$ cat src/rtl/alu_issue.sv
//------------------------------------------------------------------------------
// alu_issue : RV32I issue stage; decodes ALU op/operands into a 2-entry skid buffer.
// Optional macro ALU_ISSUE_PERF_EN adds perf_issued / perf_stall counters.
// Revision  : 1.0
//------------------------------------------------------------------------------
`default_nettype none

module alu_issue #(
  parameter int XLEN = 32,
  parameter int OPW  = 4
) (
  input  logic            clk,
  input  logic            rst,
  input  logic            flush,
  input  logic            in_valid,
  output logic            in_ready,
  input  logic [31:0]     in_instr,
  input  logic [XLEN-1:0] in_pc,
  input  logic [XLEN-1:0] in_rs1_data,
  input  logic [XLEN-1:0] in_rs2_data,
  output logic            out_valid,
  input  logic            out_ready,
  output logic [OPW-1:0]  out_op,
  output logic [XLEN-1:0] out_alu_a,
  output logic [XLEN-1:0] out_alu_b,
  output logic [4:0]      out_rd,
  output logic            out_we,
  output logic            out_illegal
`ifdef ALU_ISSUE_PERF_EN
  ,
  output logic [31:0]     perf_issued,
  output logic [31:0]     perf_stall
`endif
);

  localparam logic [6:0] OPC_OP    = 7'b0110011;
  localparam logic [6:0] OPC_IMM   = 7'b0010011;
  localparam logic [6:0] OPC_LUI   = 7'b0110111;
  localparam logic [6:0] OPC_AUIPC = 7'b0010111;
  localparam logic [6:0] OPC_JAL   = 7'b1101111;
  localparam logic [6:0] OPC_JALR  = 7'b1100111;

  localparam logic [OPW-1:0] ALU_ADD   = OPW'(4'h0);
  localparam logic [OPW-1:0] ALU_SUB   = OPW'(4'h1);
  localparam logic [OPW-1:0] ALU_AND   = OPW'(4'h2);
  localparam logic [OPW-1:0] ALU_OR    = OPW'(4'h3);
  localparam logic [OPW-1:0] ALU_XOR   = OPW'(4'h4);
  localparam logic [OPW-1:0] ALU_LINK  = OPW'(4'h6);
  localparam logic [OPW-1:0] ALU_SLTU  = OPW'(4'h7);
  localparam logic [OPW-1:0] ALU_SLT   = OPW'(4'h8);
  localparam logic [OPW-1:0] ALU_SLL   = OPW'(4'h9);
  localparam logic [OPW-1:0] ALU_SRL   = OPW'(4'hA);
  localparam logic [OPW-1:0] ALU_SRA   = OPW'(4'hB);
  localparam logic [OPW-1:0] ALU_PASSB = OPW'(4'hC);

  typedef struct packed {
    logic [OPW-1:0]  op;
    logic [XLEN-1:0] a;
    logic [XLEN-1:0] b;
    logic [4:0]      rd;
    logic            we;
    logic            illegal;
  } entry_t;

  typedef enum logic [1:0] {
    S_EMPTY = 2'd0,
    S_ONE   = 2'd1,
    S_FULL  = 2'd2
  } state_t;

  state_t state;
  entry_t head;
  entry_t tail;
  entry_t dec;
  logic   legal;

  logic [6:0]      opc;
  logic [2:0]      f3;
  logic [6:0]      f7;
  logic [4:0]      rd;
  logic [XLEN-1:0] imm_i;
  logic [XLEN-1:0] imm_u;
  logic [XLEN-1:0] shamt;

  assign opc   = in_instr[6:0];
  assign rd    = in_instr[11:7];
  assign f3    = in_instr[14:12];
  assign f7    = in_instr[31:25];
  assign imm_i = XLEN'($signed(in_instr[31:20]));
  assign imm_u = XLEN'($signed({in_instr[31:12], 12'b0}));
  assign shamt = XLEN'(in_instr[24:20]);

  function automatic logic [OPW-1:0] base_op(input logic [2:0] fn3, input logic alt);
    case (fn3)
      3'b000:  base_op = alt ? ALU_SUB : ALU_ADD;
      3'b001:  base_op = ALU_SLL;
      3'b010:  base_op = ALU_SLT;
      3'b011:  base_op = ALU_SLTU;
      3'b100:  base_op = ALU_XOR;
      3'b101:  base_op = alt ? ALU_SRA : ALU_SRL;
      3'b110:  base_op = ALU_OR;
      default: base_op = ALU_AND;
    endcase
  endfunction

  always_comb begin
    dec    = '0;
    legal  = 1'b1;
    dec.rd = rd;
    case (opc)
      OPC_OP: begin
        dec.a  = in_rs1_data;
        dec.b  = in_rs2_data;
        dec.op = base_op(f3, f7[5]);
        legal  = (f7 == 7'h00) || ((f7 == 7'h20) && ((f3 == 3'b000) || (f3 == 3'b101)));
      end
      OPC_IMM: begin
        // OP-IMM never encodes sub; only the right shift uses funct7 as a selector
        dec.a  = in_rs1_data;
        dec.b  = imm_i;
        dec.op = base_op(f3, 1'b0);
        if (f3 == 3'b001) begin
          dec.b = shamt;
          legal = (f7 == 7'h00);
        end else if (f3 == 3'b101) begin
          dec.b  = shamt;
          dec.op = base_op(f3, f7[5]);
          legal  = (f7 == 7'h00) || (f7 == 7'h20);
        end
      end
      OPC_LUI: begin
        dec.op = ALU_PASSB;
        dec.b  = imm_u;
      end
      OPC_AUIPC: begin
        dec.op = ALU_ADD;
        dec.a  = in_pc;
        dec.b  = imm_u;
      end
      OPC_JAL, OPC_JALR: begin
        dec.op = ALU_LINK;
        dec.a  = in_pc;
      end
      default: legal = 1'b0;
    endcase
    if (!legal) begin
      dec.op = ALU_ADD;
      dec.a  = '0;
      dec.b  = '0;
    end
    dec.illegal = !legal;
    dec.we      = legal && (rd != 5'd0);
  end

  // head drives out_* directly; tail only holds the second entry while FULL
  always_ff @(posedge clk or posedge rst) begin
    if (rst) begin
      state <= S_EMPTY;
      head  <= '0;
      tail  <= '0;
    end else if (flush) begin
      state <= S_EMPTY;
    end else begin
      case (state)
        S_EMPTY: begin
          if (in_valid) begin
            head  <= dec;
            state <= S_ONE;
          end
        end
        S_ONE: begin
          case ({in_valid, out_ready})
            2'b10: begin
              tail  <= dec;
              state <= S_FULL;
            end
            2'b01: state <= S_EMPTY;
            2'b11: head  <= dec;
            default: ;
          endcase
        end
        S_FULL: begin
          if (out_ready) begin
            head  <= tail;
            state <= S_ONE;
          end
        end
        default: state <= S_EMPTY;
      endcase
    end
  end

  assign in_ready    = (state != S_FULL);
  assign out_valid   = (state != S_EMPTY);
  assign out_op      = head.op;
  assign out_alu_a   = head.a;
  assign out_alu_b   = head.b;
  assign out_rd      = head.rd;
  assign out_we      = head.we;
  assign out_illegal = head.illegal;

`ifdef ALU_ISSUE_PERF_EN
  // counters survive flush; only rst clears them
  always_ff @(posedge clk or posedge rst) begin
    if (rst) begin
      perf_issued <= '0;
      perf_stall  <= '0;
    end else begin
      if (out_valid && out_ready) perf_issued <= perf_issued + 32'd1;
      if (in_valid && !in_ready) perf_stall <= perf_stall + 32'd1;
    end
  end
`else
  // no performance counters in this build
`endif

endmodule

`default_nettype wire

$ cat config.mk
export PLATFORM = sky130hd
export DESIGN_NAME = alu_issue
export DESIGN_NICKNAME = d
export VERILOG_FILES = /design/src/rtl/alu_issue.sv
export SDC_FILE = /design/constraint.sdc
export NUM_CORES = 1
export LEC_CHECK = 0
export CAP_MARGIN = 20
export CELL_PAD_IN_SITES_DETAIL_PLACEMENT = 1
export CELL_PAD_IN_SITES_GLOBAL_PLACEMENT = 2
export CORE_ASPECT_RATIO = 1.4
export CORE_MARGIN = 2
export CORE_UTILIZATION = 32
export CTS_BUF_LIST = sky130_fd_sc_hd__clkbuf_4
export CTS_CLUSTER_DIAMETER = 120
export DETAILED_ROUTE_END_ITERATION = 8
export GPL_TIMING_DRIVEN = 1
export PLACE_DENSITY_LB_ADDON = 0.12
export SYNTH_ARGS = -nofsm -noshare
export SYNTH_HDL_FRONTEND = slang
export SYNTH_SLANG_ARGS = --single-unit
$ cat constraint.sdc
create_clock -name clk -period 7.1 [get_ports clk]
set_input_delay 0.71 -clock clk [delete_from_list [all_inputs] [get_ports clk]]
set_output_delay 0.71 -clock clk [all_outputs]
set_load 0.01 [all_outputs]
## After elaboration in Yosys (flattened, before gate mapping)

Index checks and enable logic that the tools add are counted.

- Input port bits: 133
- Logic and storage cells: 83
- Memory bits (writable): 0
- Output and inout bits: 77
- Bits in latches: 0
- Register bits: 152
- Memories: 0
- Memory bits (read-only): 0

- Add/sub/neg operators: 0
- Equality and inequality tests: 25
- Bitwise logic cells: 1
- Multiplexer cells: 24
- Reduce and logical (&&, ||, !) cells: 20
- Multipliers: 0
- Shifts and indexed selects: 0
- $lt $le $gt $ge: 0
- Divide/modulo/power cells: 0

Operators by type and width:

| operator | number |
|---|---|
| 75-bit 2-to-1 mux | 3 |
| 75-bit one-hot mux with 3 select lines | 1 |
| 32-bit one-hot mux with 3 select lines | 1 |
| 68-bit 2-to-1 mux | 1 |
| 32-bit 2-to-1 mux | 2 |
| 32-bit one-hot mux with 2 select lines | 1 |
| 4-bit one-hot mux with 7 select lines | 1 |
| 4-bit one-hot mux with 6 select lines | 1 |
| 7-bit by 6-bit equality test with 1-bit output, second input constant | 3 |
| 4-bit one-hot mux with 4 select lines | 1 |
| 7-bit by 5-bit equality test with 1-bit output, second input constant | 2 |
| 7-bit equality test, second input constant | 2 |
| 3-bit equality test, second input constant | 3 |
| 4-bit 2-to-1 mux | 2 |
| 7-bit logical NOT | 1 |
| 2-bit equality test, second input constant | 3 |
| 3-bit by 2-bit equality test with 1-bit output, second input constant | 2 |
| 2-bit 2-to-1 mux | 3 |
| 2-bit != test, second input constant | 3 |
| 3-bit != test, second input constant | 2 |
| 2-bit one-hot mux with 3 select lines | 1 |
| 3-bit AND reduction | 2 |
| 2-bit OR reduction | 3 |
| 5-bit AND reduction | 1 |
| 18 further kinds | 25 |

## Depth between registers and ports, before layout

- Depth after elaboration: 8
- Mapped depth: 9
- Depth with buffers taken out: 5

## Least setup slack after synthesis

OpenSTA, ideal clock, no wires.

- Path type: input-to-reg
- Start point: input in_instr[12]
- End point: register head, in the netlist out_alu_a[23]
- Required time: 6.969 ns
- Buffers on the path: 4
- Path slack: 4.934 ns
- Arrival time: 2.034 ns
- Library setup time: 0.131 ns
- Stages: 9
- Cell sequence: buf_2 -> nand2b_1 -> buf_2 -> a31oi_2 -> o31ai_4 -> o21ai_1 -> buf_2 -> buf_2 -> o211ai_1

- Cells in the longest elaborated chain, start to end: 8
- Elaborated cells between the ends (all ways): 13
- Those cells by class: eq/ne: 2; mux: 7; reduce/logical: 4

Ends and longest elaborated chain:

| element | line | text |
|---|---|---|
| start, declared | 17 | `input logic [31:0] in_instr,` |
| 3-bit equality test / 3-bit logical NOT (equally long branches) | 115, 125 |  |
| 1-bit logical OR | 115 | `legal = (f7 == 7'h00) \|\| ((f7 == 7'h20) && ((f3 == 3'b000) \|\| (f3 == 3'b101)));` |
| 1-bit logical AND | 115 |  |
| 1-bit logical OR | 115 |  |
| 1-bit one-hot mux with 3 select lines (*) | 110 | `case (opc)` |
| 68-bit 2-to-1 mux (*) | 146 | `if (!legal) begin` |
| 75-bit 2-to-1 mux (on tied branches) | 172, 166 |  |
| 75-bit one-hot mux with 3 select lines (*) | 164 | `case (state)` |
| end signal, assigned | 184 | `head <= tail;` |
| end, declared | 72 | `entry_t head;` |

Every way passes the cells marked *; elsewhere a longest branch is shown, timed or not. The select of a mux whose other input is x is not followed.
A chain may end at the register's enable or synchronous reset.

## Worst setup path after layout

- Start point: register state[0]
- End point: output in_ready

- Cells in the longest elaborated chain, start to end: 1

Ends and longest elaborated chain:

| element | line | text |
|---|---|---|
| start, declared | 71 | `state_t state;` |
| start signal, assigned | 158 | `state <= S_EMPTY;` |
| start signal, assigned | 162 | `state <= S_EMPTY;` |
| start signal, assigned | 168 | `state <= S_ONE;` |
| 2-bit != test | 193 | `assign in_ready = (state != S_FULL);` |
| end, declared | 16 | `output logic in_ready,` |

Every way passes these cells.

==> impl_metrics.env <==
export IMPL_wl_met1_mm=10.42
export IMPL_p_leak_uw=0.003883
export IMPL_worst_pin_slew_ps=1062
export IMPL_gp_congestion=0.8311
export IMPL_io_pin_count=210
export IMPL_wl_met3_mm=1.434
export IMPL_ys_seq_elements=152
export IMPL_synth_cell_type_count=49
export IMPL_viasPerCell=5.412
export IMPL_finalSetupViolCount=0
export IMPL_netlist_instances=785
export IMPL_critPathKind="reg -> out"
export IMPL_drive_gt1_frac=0.06257
export IMPL_ys_warn_count=0
export IMPL_wl_met2_mm=12.71
export IMPL_fmax_ghz=0.2794
export IMPL_fin_hold_ws_ps=493.9
export IMPL_cts_buffer_depth=2
export IMPL_row_count=65
export IMPL_powerDensity_nw_per_um2=189.7
export IMPL_max_slew_margin=0.2923
export IMPL_cts_hold_buffers=0
export IMPL_synthToLayoutAreaGrowth_pct=35.40
export IMPL_synthTopCellsByArea="dfrtp_1 52%, nand2_1 6.9%, o31ai_1 5.1%, a21oi_1 4.5%, nand3_1 4.3%"
export IMPL_ctsHtreeMaxLevel=4
export IMPL_grt_pass1_wl_mm=40.14
export IMPL_ir_worst_vdd_mv=0.09763
export IMPL_reg2reg_slack_ps=4510
export IMPL_cts_buffers=17
export IMPL_synth_top_area_frac=0.5160
export IMPL_grt_overflow_total=0
export IMPL_syn_nets=918
export IMPL_final_util=0.4415
export IMPL_synth_cell_area_sq_um=7372
export IMPL_crit_arrival_ps=2870
export IMPL_clk_pin_slew_worst_paths_ps=120
export IMPL_wl_mm=24.96
export IMPL_dieArea_sq_um=24290
export IMPL_drcViolationCount=0
export IMPL_finalMaxSlewViolations=0
export IMPL_postSynthAreaPerCell_sq_um=9.391
export IMPL_initial_core_util=0.3261
export IMPL_async_reset_ff_frac=1.000
export IMPL_rsz0062_at_grt="false"
export IMPL_synth_ff_type="dfrtp_1"
export IMPL_ys_seq_area_frac=0.5160
export IMPL_placedCellCount=1228
export IMPL_drtIter0Drc=390
export IMPL_status="finished, final reports clean"
export IMPL_die_x_microns=132.3
export IMPL_endpoint_kind="output port"
export IMPL_cp_max_fo=89
export IMPL_root_buffer="clkbuf_4"
export IMPL_cts_resized_gates=0
export IMPL_antenna_found_initial=1
export IMPL_wl_per_cell_microns=19.79
export IMPL_die_h_microns=183.6
export IMPL_setup_tns_final_ps=0
export IMPL_maxCapViolCount=0
export IMPL_cts_sinks=152
export IMPL_drt_pass1_iter_count=4
export IMPL_grt_max_degree=90
export IMPL_grt_pass1_vias=7347
export IMPL_grt_usage=0.2090
export IMPL_post_route_min_period_ps=3579
export IMPL_finClkSkew_ps=28.05
export IMPL_hpwl_mm=16.72
export IMPL_cp_start_kind="register"
export IMPL_port_buffers=209
export IMPL_core_area_sq_um=22610
export IMPL_final_nets=1080
export IMPL_ant_nets=0
export IMPL_critPathRequiredTime_ps=6390
export IMPL_top_layer="met4"
export IMPL_hold_viol=0
export IMPL_vias=6825
export IMPL_clock_latency_ps=570
export IMPL_post_cts_setup_buffers=0
export IMPL_synth_edf_count=0
export IMPL_finalCritPeriodShare=0.5041
export IMPL_stdcell_count=1261
export IMPL_yosysTopAreaCell="dfrtp_1"
export IMPL_cts_tree="done"
export IMPL_min_delay_path_class="reg -> reg"
[worst max-delay path: stages, from the launching register on]
cell,delay (ps)
dfrtp_1,480
nor2b_4,130
buf_4,780
inv_1,350
clkdlybuf4s50_1,570
[Yosys cell counts, types with 4 or more instances]
cell type  number
buf_2          17
dfrtp_1       152
a32o_1         21
a21oi_1        66
a31oi_1         5
buf_1           4
inv_1           4
nor2_1         44
mux2_2          5
o31ai_1        50
mux2i_1         5
o211ai_1       38
nor3_1         11
o21ai_0         4
nor2b_1        13
nand3_1        64
a2bb2oi_1      18
a22oi_1        40
nand2_1       136
clkbuf_1       53
[cell families (layout without fill, tap and decap cells)]
family / Yosys count / count (layout) / share of synthesized area
DFF: 152 / 152 / 0.5160
buffers and inverters: 80 / 254 / 0.04565
AOI/OAI and AO/OA: 260 / 260 / 0.2537
muxes: 10 / 10 / 0.01443
other: 0 / 1 / 0
xor gates and xnor gates: 1 / 1 / 0.001188
and+or+nand+nor: 282 / 282 / 0.1690
[sequential cells by signal, indices dropped and copies added, names as in the netlist]
signal / cells
state: 2
out_op: 4
out_alu_b: 32
out_we: 1
out_alu_a: 32
out_rd: 5
tail: 75
out_illegal: 1
[placed cells by master (no fill, tap or decap), types with 3 or more instances in the layout]
cell type	count
clkdlybuf4s50_1	208
dfrtp_1	152
nand2_1	136
a21oi_1	65
nand3_1	63
o31ai_1	50
nor2_1	43
a22oi_1	40
o211ai_1	38
a32o_1	21
clkbuf_4	19
a2bb2oi_1	18
nor2b_1	12
nor3_1	11
buf_4	9
mux2_2	5
mux2i_1	5
a31oi_1	5
o21ai_0	4
inv_1	3
inv_6	3
clkinvlp_4	3
bufinv_16	3
[power breakdown]
part	total [uW]	internal, uW	switching [uW]	leakage, uW
clock	573	250	324	0.000150
combinational	372	188	184	0.00170
sequential	948	917	31.0	0.00204
total	1890	1350	539	0.00388
[area by class of cell]
type / instances / area [sq um]
diodes: 1 / 2.502
inverters: 4 / 20.02
flip-flops and latches: 152 / 3804
repair buffers: 219 / 2182
well taps: 301 / 376.6
clock buffers: 19 / 142.6
fillers: 2622 / 12630
multi-input cells: 553 / 3303
clock inverters: 12 / 151.4
[through the flow]
stage                     instance area [sq um]  power, uW  setup WS (ps)
after floorplan                            7372       1123           2297
final                                      9982       1893           3521
after CTS                                  9952       1925           3397
after global routing                       9982       1997           3310
after global placement                     9658       1335           3245
after detailed placement                   9658       1344           3078
[per-layer routing]
metal  global-route usage  vias up
met5                    0        -
met3              0.05128       25
met1               0.2485     3421
met2               0.3758      188
li1                     -     3191
met4              0.05720        0
[final timing paths]
path	startpoint	to	cells past startpoint
worst max-delay path	state[0]	in_ready	4
worst min-delay path	tail[41]	tail[41]	2
worst max register to register	state[1]	out_alu_a[1]	6
worst min register to register	tail[41]	tail[41]	2
max in group asynchronous	rst	state[1]	3
min in group asynchronous	rst	out_alu_b[24]	2
Power figures use the tool's default switching activity.
